**src/rtl/key_pick_decoder.sv**
```systemverilog
// Board-input front end for the tile-matching game: synchronises KEY/SW, detects presses
// and sequences new-game / first / second picks into a valid/ready pair. Optional KEY_DEBOUNCE_EN.
module key_pick_decoder #(
    parameter int unsigned DEBOUNCE_CYCLES = 2
) (
    input  logic       CLOCK_50,
    input  logic       reset,
    input  logic [9:0] SW,
    input  logic [2:0] KEY,
    output logic       new_game,
    output logic [3:0] first_idx,
    output logic [3:0] second_idx,
    output logic       pick_valid,
    input  logic       pick_ready,
    output logic       sel_err,
    output logic [1:0] state
);

    localparam int unsigned NKEY  = 3;
    localparam int unsigned NSW   = 10;
    localparam int unsigned IDX_W = 4;

    generate
        if (DEBOUNCE_CYCLES < 1) begin : g_param_check
            $error("DEBOUNCE_CYCLES must be at least 1");
        end
    endgenerate

    typedef enum logic [1:0] {
        IDLE     = 2'd0,
        PICK1    = 2'd1,
        PICK2    = 2'd2,
        WAIT_ACK = 2'd3
    } state_t;

    logic [NKEY-1:0]  key_s1_q, key_s2_q, key_filt;
    logic [NSW-1:0]   sw_s1_q, sw_s2_q;
    logic [NKEY-1:0]  lvl_q, press_q, armed_q;
    logic [1:0]       flush_q;
    logic [IDX_W-1:0] sw_cnt, sw_idx;
    logic             sw_ok;

    state_t           state_q, state_d;
    logic [IDX_W-1:0] first_q, first_d, second_q, second_d;
    logic             valid_q, valid_d, ng_q, ng_d, err_q, err_d;

    // Two-flop synchronisers; KEY idles released (high)
    always_ff @(posedge CLOCK_50 or posedge reset) begin
        if (reset) begin
            key_s1_q <= '1;
            key_s2_q <= '1;
            sw_s1_q  <= '0;
            sw_s2_q  <= '0;
        end else begin
            key_s1_q <= KEY;
            key_s2_q <= key_s1_q;
            sw_s1_q  <= SW;
            sw_s2_q  <= sw_s1_q;
        end
    end

`ifdef KEY_DEBOUNCE_EN
    localparam int unsigned CNT_W = $clog2(DEBOUNCE_CYCLES + 1);

    logic [CNT_W-1:0] cnt_q [NKEY];
    logic [NKEY-1:0]  filt_q;

    // Level is accepted after DEBOUNCE_CYCLES consecutive cycles of disagreement
    always_ff @(posedge CLOCK_50 or posedge reset) begin
        if (reset) begin
            filt_q <= '1;
            for (int k = 0; k < NKEY; k++) cnt_q[k] <= '0;
        end else begin
            for (int k = 0; k < NKEY; k++) begin
                if (key_s2_q[k] != filt_q[k]) begin
                    if (cnt_q[k] == CNT_W'(DEBOUNCE_CYCLES - 1)) begin
                        filt_q[k] <= key_s2_q[k];
                        cnt_q[k]  <= '0;
                    end else if (cnt_q[k] < CNT_W'(DEBOUNCE_CYCLES)) begin
                        cnt_q[k] <= cnt_q[k] + CNT_W'(1);
                    end
                end else begin
                    cnt_q[k] <= '0;
                end
            end
        end
    end

    assign key_filt = filt_q;
`else
    assign key_filt = key_s2_q;
`endif

    // Falling-edge press pulses; a key only arms once seen released after reset,
    // so a key held through reset deassertion never reports a press
    always_ff @(posedge CLOCK_50 or posedge reset) begin
        if (reset) begin
            flush_q <= '0;
            lvl_q   <= '1;
            press_q <= '0;
            armed_q <= '0;
        end else begin
            flush_q <= {flush_q[0], 1'b1};
            lvl_q   <= key_filt;
            press_q <= armed_q & lvl_q & ~key_filt;
            armed_q <= armed_q | ({NKEY{flush_q[1]}} & key_s2_q & key_filt);
        end
    end

    always_comb begin
        sw_cnt = '0;
        sw_idx = '0;
        for (int i = 0; i < NSW; i++) begin
            if (sw_s2_q[i]) begin
                sw_cnt = sw_cnt + IDX_W'(1);
                sw_idx = IDX_W'(i);
            end
        end
        sw_ok = (sw_cnt == IDX_W'(1));
    end

    always_ff @(posedge CLOCK_50 or posedge reset) begin
        if (reset) begin
            state_q  <= IDLE;
            first_q  <= '0;
            second_q <= '0;
            valid_q  <= 1'b0;
            ng_q     <= 1'b0;
            err_q    <= 1'b0;
        end else begin
            state_q  <= state_d;
            first_q  <= first_d;
            second_q <= second_d;
            valid_q  <= valid_d;
            ng_q     <= ng_d;
            err_q    <= err_d;
        end
    end

    // New game overrides everything; pick presses are only honoured in their own state
    always_comb begin
        state_d  = state_q;
        first_d  = first_q;
        second_d = second_q;
        valid_d  = valid_q;
        ng_d     = 1'b0;
        err_d    = 1'b0;
        if (press_q[0]) begin
            ng_d     = 1'b1;
            state_d  = PICK1;
            valid_d  = 1'b0;
            first_d  = '0;
            second_d = '0;
        end else begin
            case (state_q)
                PICK1: begin
                    if (press_q[1]) begin
                        if (sw_ok) begin
                            first_d = sw_idx;
                            state_d = PICK2;
                        end else begin
                            err_d = 1'b1;
                        end
                    end
                end
                PICK2: begin
                    if (press_q[2]) begin
                        if (sw_ok && (sw_idx != first_q)) begin
                            second_d = sw_idx;
                            valid_d  = 1'b1;
                            state_d  = WAIT_ACK;
                        end else begin
                            err_d = 1'b1;
                        end
                    end
                end
                WAIT_ACK: begin
                    if (valid_q && pick_ready) begin
                        valid_d = 1'b0;
                        state_d = PICK1;
                    end
                end
                default: ;
            endcase
        end
    end

    assign new_game   = ng_q;
    assign first_idx  = first_q;
    assign second_idx = second_q;
    assign pick_valid = valid_q;
    assign sel_err    = err_q;
    assign state      = state_q;

endmodule

```
**config.mk**
```make
export PLATFORM = sky130hd
export DESIGN_NAME = key_pick_decoder
export DESIGN_NICKNAME = d
export VERILOG_FILES = /design/src/rtl/key_pick_decoder.sv
export SDC_FILE = /design/constraint.sdc
export NUM_CORES = 1
export LEC_CHECK = 0
export ABC_CLOCK_PERIOD_IN_PS = 7270
export CAP_MARGIN = 15
export CORE_UTILIZATION = 40
export DETAILED_ROUTE_END_ITERATION = 16
export PLACE_DENSITY = 0.61
export SETUP_SLACK_MARGIN = 0.2
export SYNTH_ARGS = -nofsm -noshare
export SYNTH_HDL_FRONTEND = slang
export SYNTH_SLANG_ARGS = --single-unit
```
**constraint.sdc**
```tcl
create_clock -name CLOCK_50 -period 7.27 [get_ports CLOCK_50]
set_clock_uncertainty 0.2 [all_clocks]
set_input_delay 1.454 -clock CLOCK_50 [delete_from_list [all_inputs] [get_ports CLOCK_50]]
set_output_delay 1.454 -clock CLOCK_50 [all_outputs]
set_load 0.005 [all_outputs]
```
==> results of run 1 <==
[cell usage after synthesis, drive strengths merged, types with 6 or more instances]
library cell  count
a21o              6
a21oi            12
dfrtp            41
dfstp             9
ha               12
inv              16
mux2i             7
nand2            21
nand2b            6
nand3             6
nor2             18
o21ai            12
xnor2             8
xor2              6
[final cells by class]
| cell class | instances | area [um2] |
|---|---|---|
| Fill cell | 603 | 3290 |
| Timing Repair Buffer | 29 | 288 |
| Inverter | 16 | 60.1 |
| Multi-Input combinational cell | 181 | 1390 |
| Sequential cell | 50 | 1260 |
| Clock buffer | 5 | 68.8 |
| Tap cell | 77 | 96.3 |
| Clock inverter | 3 | 45.0 |
[routing by layer]
| layer | global-route usage | share of wire | vias up |
|---|---|---|---|
| met5 | 0 | 0 | - |
| met4 | 0.0586 | 0.015 | 0 |
| met3 | 0.0246 | 0.035 | 6 |
| li1 | - | - | 968 |
| met2 | 0.228 | 0.45 | 32 |
| met1 | 0.205 | 0.50 | 932 |
[registers in the layout, indices dropped and copies added, names as in the netlist]
signal,flops
sw_s1_q,10
sw_s2_q,10
first_idx,4
second_idx,4
armed_q,3
key_filt,3
key_s1_q,3
lvl_q,3
press_q,3
flush_q,2
state,2
new_game,1
pick_valid,1
sel_err,1
[metrics by stage]
stage               power [uW]  area [um2]
global placement           658        3070
detailed placement         663        3070
CTS                        860        3180
floorplan                  582        2740
global route               926        3210
finish                     864        3210
[report_power, final]
group          switching, uW  total, uW  internal (uW)
clock                   90.2        193            102
combinational            174        344            171
sequential              26.0        327            301
[worst max-delay path: cells and delay by family, from the launching register on]
kind                     cells  cell delay [ps]
XOR/XNOR                     1              180
multiplexers                 2              410
buffers and inverters        3              240
flip-flops                   1              360
AND/OR/NAND/NOR              8             1120
AO/OA/AOI/OAI                8             1710
adder cells (fa/ha/maj)      8             2310
[logic make-up (layout without fill, tap and decap cells)]
logic type               Yosys count  count (layout)
AND/OR/NAND/NOR                   80              80
AO/OA/AOI/OAI                     62              62
flip-flops                        50              50
buffers and inverters             25              53
XOR/XNOR                          18              18
adder cells (fa/ha/maj)           12              12
multiplexers                       8               8
other                              1               1
[worst paths after layout]
kind / slack (ps) / endpoint / startpoint
hold / removal: 150 / sw_s2_q[6] / sw_s1_q[6]
setup reg to reg: 650 / state[0] / sw_s2_q[0]
hold reg to reg: 150 / sw_s2_q[6] / sw_s1_q[6]
max in group asynchronous: 4810 / first_idx[2] / reset
setup / recovery: 650 / state[0] / sw_s2_q[0]
min in group asynchronous: 1480 / sw_s2_q[5] / reset
[what timing repair did]
item / CTS / global route
setup buffers: 0 / 1
gates resized for setup: 0 / 4
endpoints found under the setup margin: 0 / 7
==> reports/results.ini, run 1 <==
[finish]
area_delta_synth_final_pct = 17.1
finalNetCount = 311
final_common_cell = dfrtp_1
antenna_cells = 0
mostFrequentLayoutCells = 41 x dfrtp_1, 28 x clkdlybuf4s50_1, 21 x nand2_1
fin_util = 0.494
drive_gt1_frac = 0.134
final_cells = 361

[route]
vias = 1938
drt_iter0_drc = 79
drtAntennaViolNets = 0
drc_errors = 0
wire_per_inst_um = 13.5
routed_wl_mm = 4.89
vias_per_cell = 5.37
dr.pass1.iters = 4

[worst_setup_path]
cp-start-kind = register
required_ps = 7270
critical_path.max_fanout = 7
worstSetupPathType = reg -> reg
ff2ff_path_depth = 30
end_kind = register
arrival_ps = 6620
cp_slowest_cell = a2111o_1
cp_slowest_stage_delay_ps = 430
cp_common_cell = ha_1

[place]
placed_cells = 352
place_ws_ps = 524
hpwl_mm = 3.76
gp_congestion = 0.822
portBuffers = 28

[timing]
setup_viol = 0
slew_headroom = 0.368
period_needed_ps = 6620
fmax_ghz = 0.151
fin_crit_sh = 0.911
layout_setup_ws_ps = 648
tightestPinTransition_ps = 947
drv_slew = 0
hold_viol_final = 0
worst_hold_slack_ps = 149
rsz0062_at_grt = yes
setup_tns_ps = 0

[clock_tree]
clk_pin_slew_worst_paths_ps = 90
numCtsBuffers = 5
clk_latency_ps = 300
cts_tree = built
clock_path_buffers = 2
holdBufCountCts = 0
cts_sinks = 50
h-tree-depth = 2
clockRootBuffer = clkbuf_8

[power]
p_leak_uw = 0.00137
p_per_area_nw_per_um2 = 269
ir_worst_vdd_mv = 0.167

[global_route]
grtUsageTotal = 0.147
grt_pass1_wl_mm = 8.46
grt_max_degree = 51
antenna_found_initial = 0
overflow = 0
grt_pass1_vias = 1849

[synth]
synthXorXnorAreaFrac = 0.0900
synthSimpleGateAreaFrac = 0.157
synth_edf_count = 0
synth_compound_area_frac = 0.166
synth_top_family_by_area = compound AO/OA/AOI/OAI gates
synthMuxAreaShare = 0.0297
yosysWarningCount = 0
syn-cell-area_um2 = 2740
synth_largest_area_cell = dfrtp_1
synth.top_cell.area_share = 0.375
synthArstFlopShare = 1.00
synth_nets = 284
synth_fa_ha_area_frac = 0.0548
avgSynthCellArea_um2 = 10.7
synth_area_leaders = dfrtp_1 37%, dfstp_2 8.6%, ha_1 5.5%
dominantRegCellSynth = dfrtp_1
ys_seq_area_frac = 0.461
synth_seq_cells = 50
synth_cells = 256
synthDistinctLibCells = 67

[floorplanning]
dieArea_um2 = 7180
ios = 29
rows = 29
core_area_um2 = 6490
initial_core_util = 0.421
fp.dieW_um = 84.7
die_h_um = 84.7

[worst_hold_path]
holdCritPathClass = reg -> reg
hold_path_depth = 0

[flow_run]
max_cap_violations = 0

[status]
outcome = finished clean

Power figures use the tool's default switching activity.
==> run 2: changes to the inputs <==
- ABC_CLOCK_PERIOD_IN_PS: 7270 -> 5500
- PLACE_DENSITY: 0.61 -> 0.63
- clock period: 7.27 -> 5.5 ns (I/O delays scaled with it)
==> reports/results.ini, run 2 (synthesis results as in run 1) <==
[global_route]
grtUsageTotal = 0.173  ; +0.0259
grt_pass1_wl_mm = 9.81  ; +16%
overflow = 0  ; unchanged
antenna_found_initial = 0  ; unchanged
grt_pass1_vias = 2067  ; +12%
grt_max_degree = 51  ; unchanged

[flow_run]
max_cap_violations = 0  ; unchanged

[worst_hold_path]
holdCritPathClass = reg -> reg
hold_path_depth = 0  ; unchanged

[route]
vias_per_cell = 5.34  ; -0.59%
drt_iter0_drc = 70  ; -11%
drc_errors = 0  ; unchanged
drtAntennaViolNets = 0  ; unchanged
vias = 2124  ; +9.6%
dr.pass1.iters = 4  ; unchanged
routed_wl_mm = 5.77  ; +18%
wire_per_inst_um = 14.5  ; +7.2%

[clock_tree]
cts_tree = built
clk_latency_ps = 300  ; about the same
numCtsBuffers = 5  ; unchanged
clk_pin_slew_worst_paths_ps = 80  ; about the same
cts_sinks = 50  ; unchanged
clockRootBuffer = clkbuf_8
clock_path_buffers = 2  ; unchanged
h-tree-depth = 2  ; unchanged

[status]
outcome = finished with violations
violations = setup timing

[timing]
drv_slew = 0  ; unchanged
fmax_ghz = 0.168  ; +11%
setup_viol = 12  ; +12
fin_crit_sh = 1.08  ; +0.169
tightestPinTransition_ps = 985  ; +38.7 ps
hold_viol_final = 0  ; unchanged
layout_setup_ws_ps = -442  ; -1090 ps
worst_hold_slack_ps = 145  ; -4.29 ps
rsz0062_at_grt = yes
period_needed_ps = 5940  ; -680 ps
slew_headroom = 0.342  ; -0.0258

[finish]
final_common_cell = dfrtp_1
stdcell_area_um2 = 3670  ; +15%
finalNetCount = 348  ; +12%
fin_util = 0.565  ; +0.0717
area_delta_synth_final_pct = 34.1
antenna_cells = 0  ; unchanged
largestRegisters = sw_s1_q x10, sw_s2_q x10
mostFrequentLayoutCells = 40 x dfrtp_1, 36 x buf_4, 28 x clkdlybuf4s50_1
drive_gt1_frac = 0.321  ; +0.187

[worst_setup_path]
cp_common_cell = ha_4
ff2ff_path_depth = 32  ; +6.7%
end_kind = register
cp_slowest_stage_delay_ps = 400  ; -30 ps
cp.buffers_inverters = 5  ; +2
critical_path.max_fanout = 4  ; -3
cp_slowest_cell = dfrtp_1
cp_top_family = adder cells
cp-start-kind = register
required_ps = 5450  ; -1820 ps
worstSetupPathType = reg -> reg
arrival_ps = 5890  ; -730 ps
crit_cells = 32  ; +6.7%

[floorplanning]
fp.dieW_um = 84.7  ; unchanged
rows = 29  ; unchanged
ios = 29  ; unchanged
initial_core_util = 0.421  ; unchanged
core_area_um2 = 6490  ; unchanged
dieArea_um2 = 7180  ; unchanged
die_h_um = 84.7  ; unchanged

[power]
ir_worst_vdd_mv = 0.246  ; +48%
p_leak_uw = 0.00159  ; +16%
p_per_area_nw_per_um2 = 362  ; +34%

[place]
portBuffers = 28  ; unchanged
post_dp_cell_area_um2 = 3340  ; +8.8%
gp_congestion = 0.785  ; -4.5%
hpwl_mm = 4.13  ; +9.6%

[run 2: worst paths after layout]
check	start	slack, ps	end
max	sw_s2_q[1]	-440	first_idx[3]
min	sw_s1_q[7]	140	sw_s2_q[7]
max reg2reg	sw_s2_q[1]	-440	first_idx[3]
min reg2reg	sw_s1_q[7]	140	sw_s2_q[7]
max in group asynchronous	reset	3290	sw_s2_q[2]
min in group asynchronous	reset	1150	sw_s2_q[4]
[run 2: worst reg2reg max path: cells and delay by family (launching register included)]
kind | cells | cell delay (ps)
adders and majority gates | 8 | 2010
and+or+nand+nor | 9 | 1040
AOI/OAI and AO/OA | 6 | 940
muxes | 3 | 580
buffers and inverters | 5 | 480
DFF | 1 | 400
xor gates and xnor gates | 1 | 160
[run 2: cell type report]
cell class / count / area [um2]
Clock buffer: 7 / 76.3
Clock inverter: 1 / 30.0
Fill cell: 560 / 2820
Inverter: 16 / 60.1
Multi-Input combinational cell: 181 / 1570
Sequential cell: 50 / 1260
Tap cell: 77 / 96.3
Timing Repair Buffer: 66 / 573
[run 2: metal layers]
layer,wire length [um],share of wire,vias up,GRT usage
met1,2730,0.47,1044,0.228
met2,2860,0.49,27,0.296
met3,113,0.020,7,0.0226
met5,0,0,-,0
li1,-,-,1046,-
met4,74,0.013,0,0.0555
[run 2: per-stage QoR]
| step | setup WS (ps) | TNS (ps) | instances | power, uW |
|---|---|---|---|---|
| 3_3_place_gp | -504 | -4590 | 374 | 972 |
| 5_1_grt | -755 | -8200 | 398 | 1420 |
| 3_5_place_dp | -627 | -5740 | 374 | 982 |
| 6_report | -442 | -4420 | 398 | 1330 |
| 2_1_floorplan | -501 | -3470 | 256 | 808 |
| 4_1_cts | -446 | -4030 | 395 | 1310 |
[run 2: repair_timing]
| item | in CTS | in global routing |
|---|---|---|
| hold buffers | 0 | 0 |
| resized for setup | 21 | 6 |
| setup endpoints to repair | 12 | 12 |
| pin swaps | 19 | 10 |
| buffers inserted | 13 | 3 |
[run 2: power breakdown]
part	switching (uW)	internal [uW]	leakage, uW
Combinational	297	357	0.000942
Clock	106	136	0.0000524
Sequential	35.3	398	0.000592
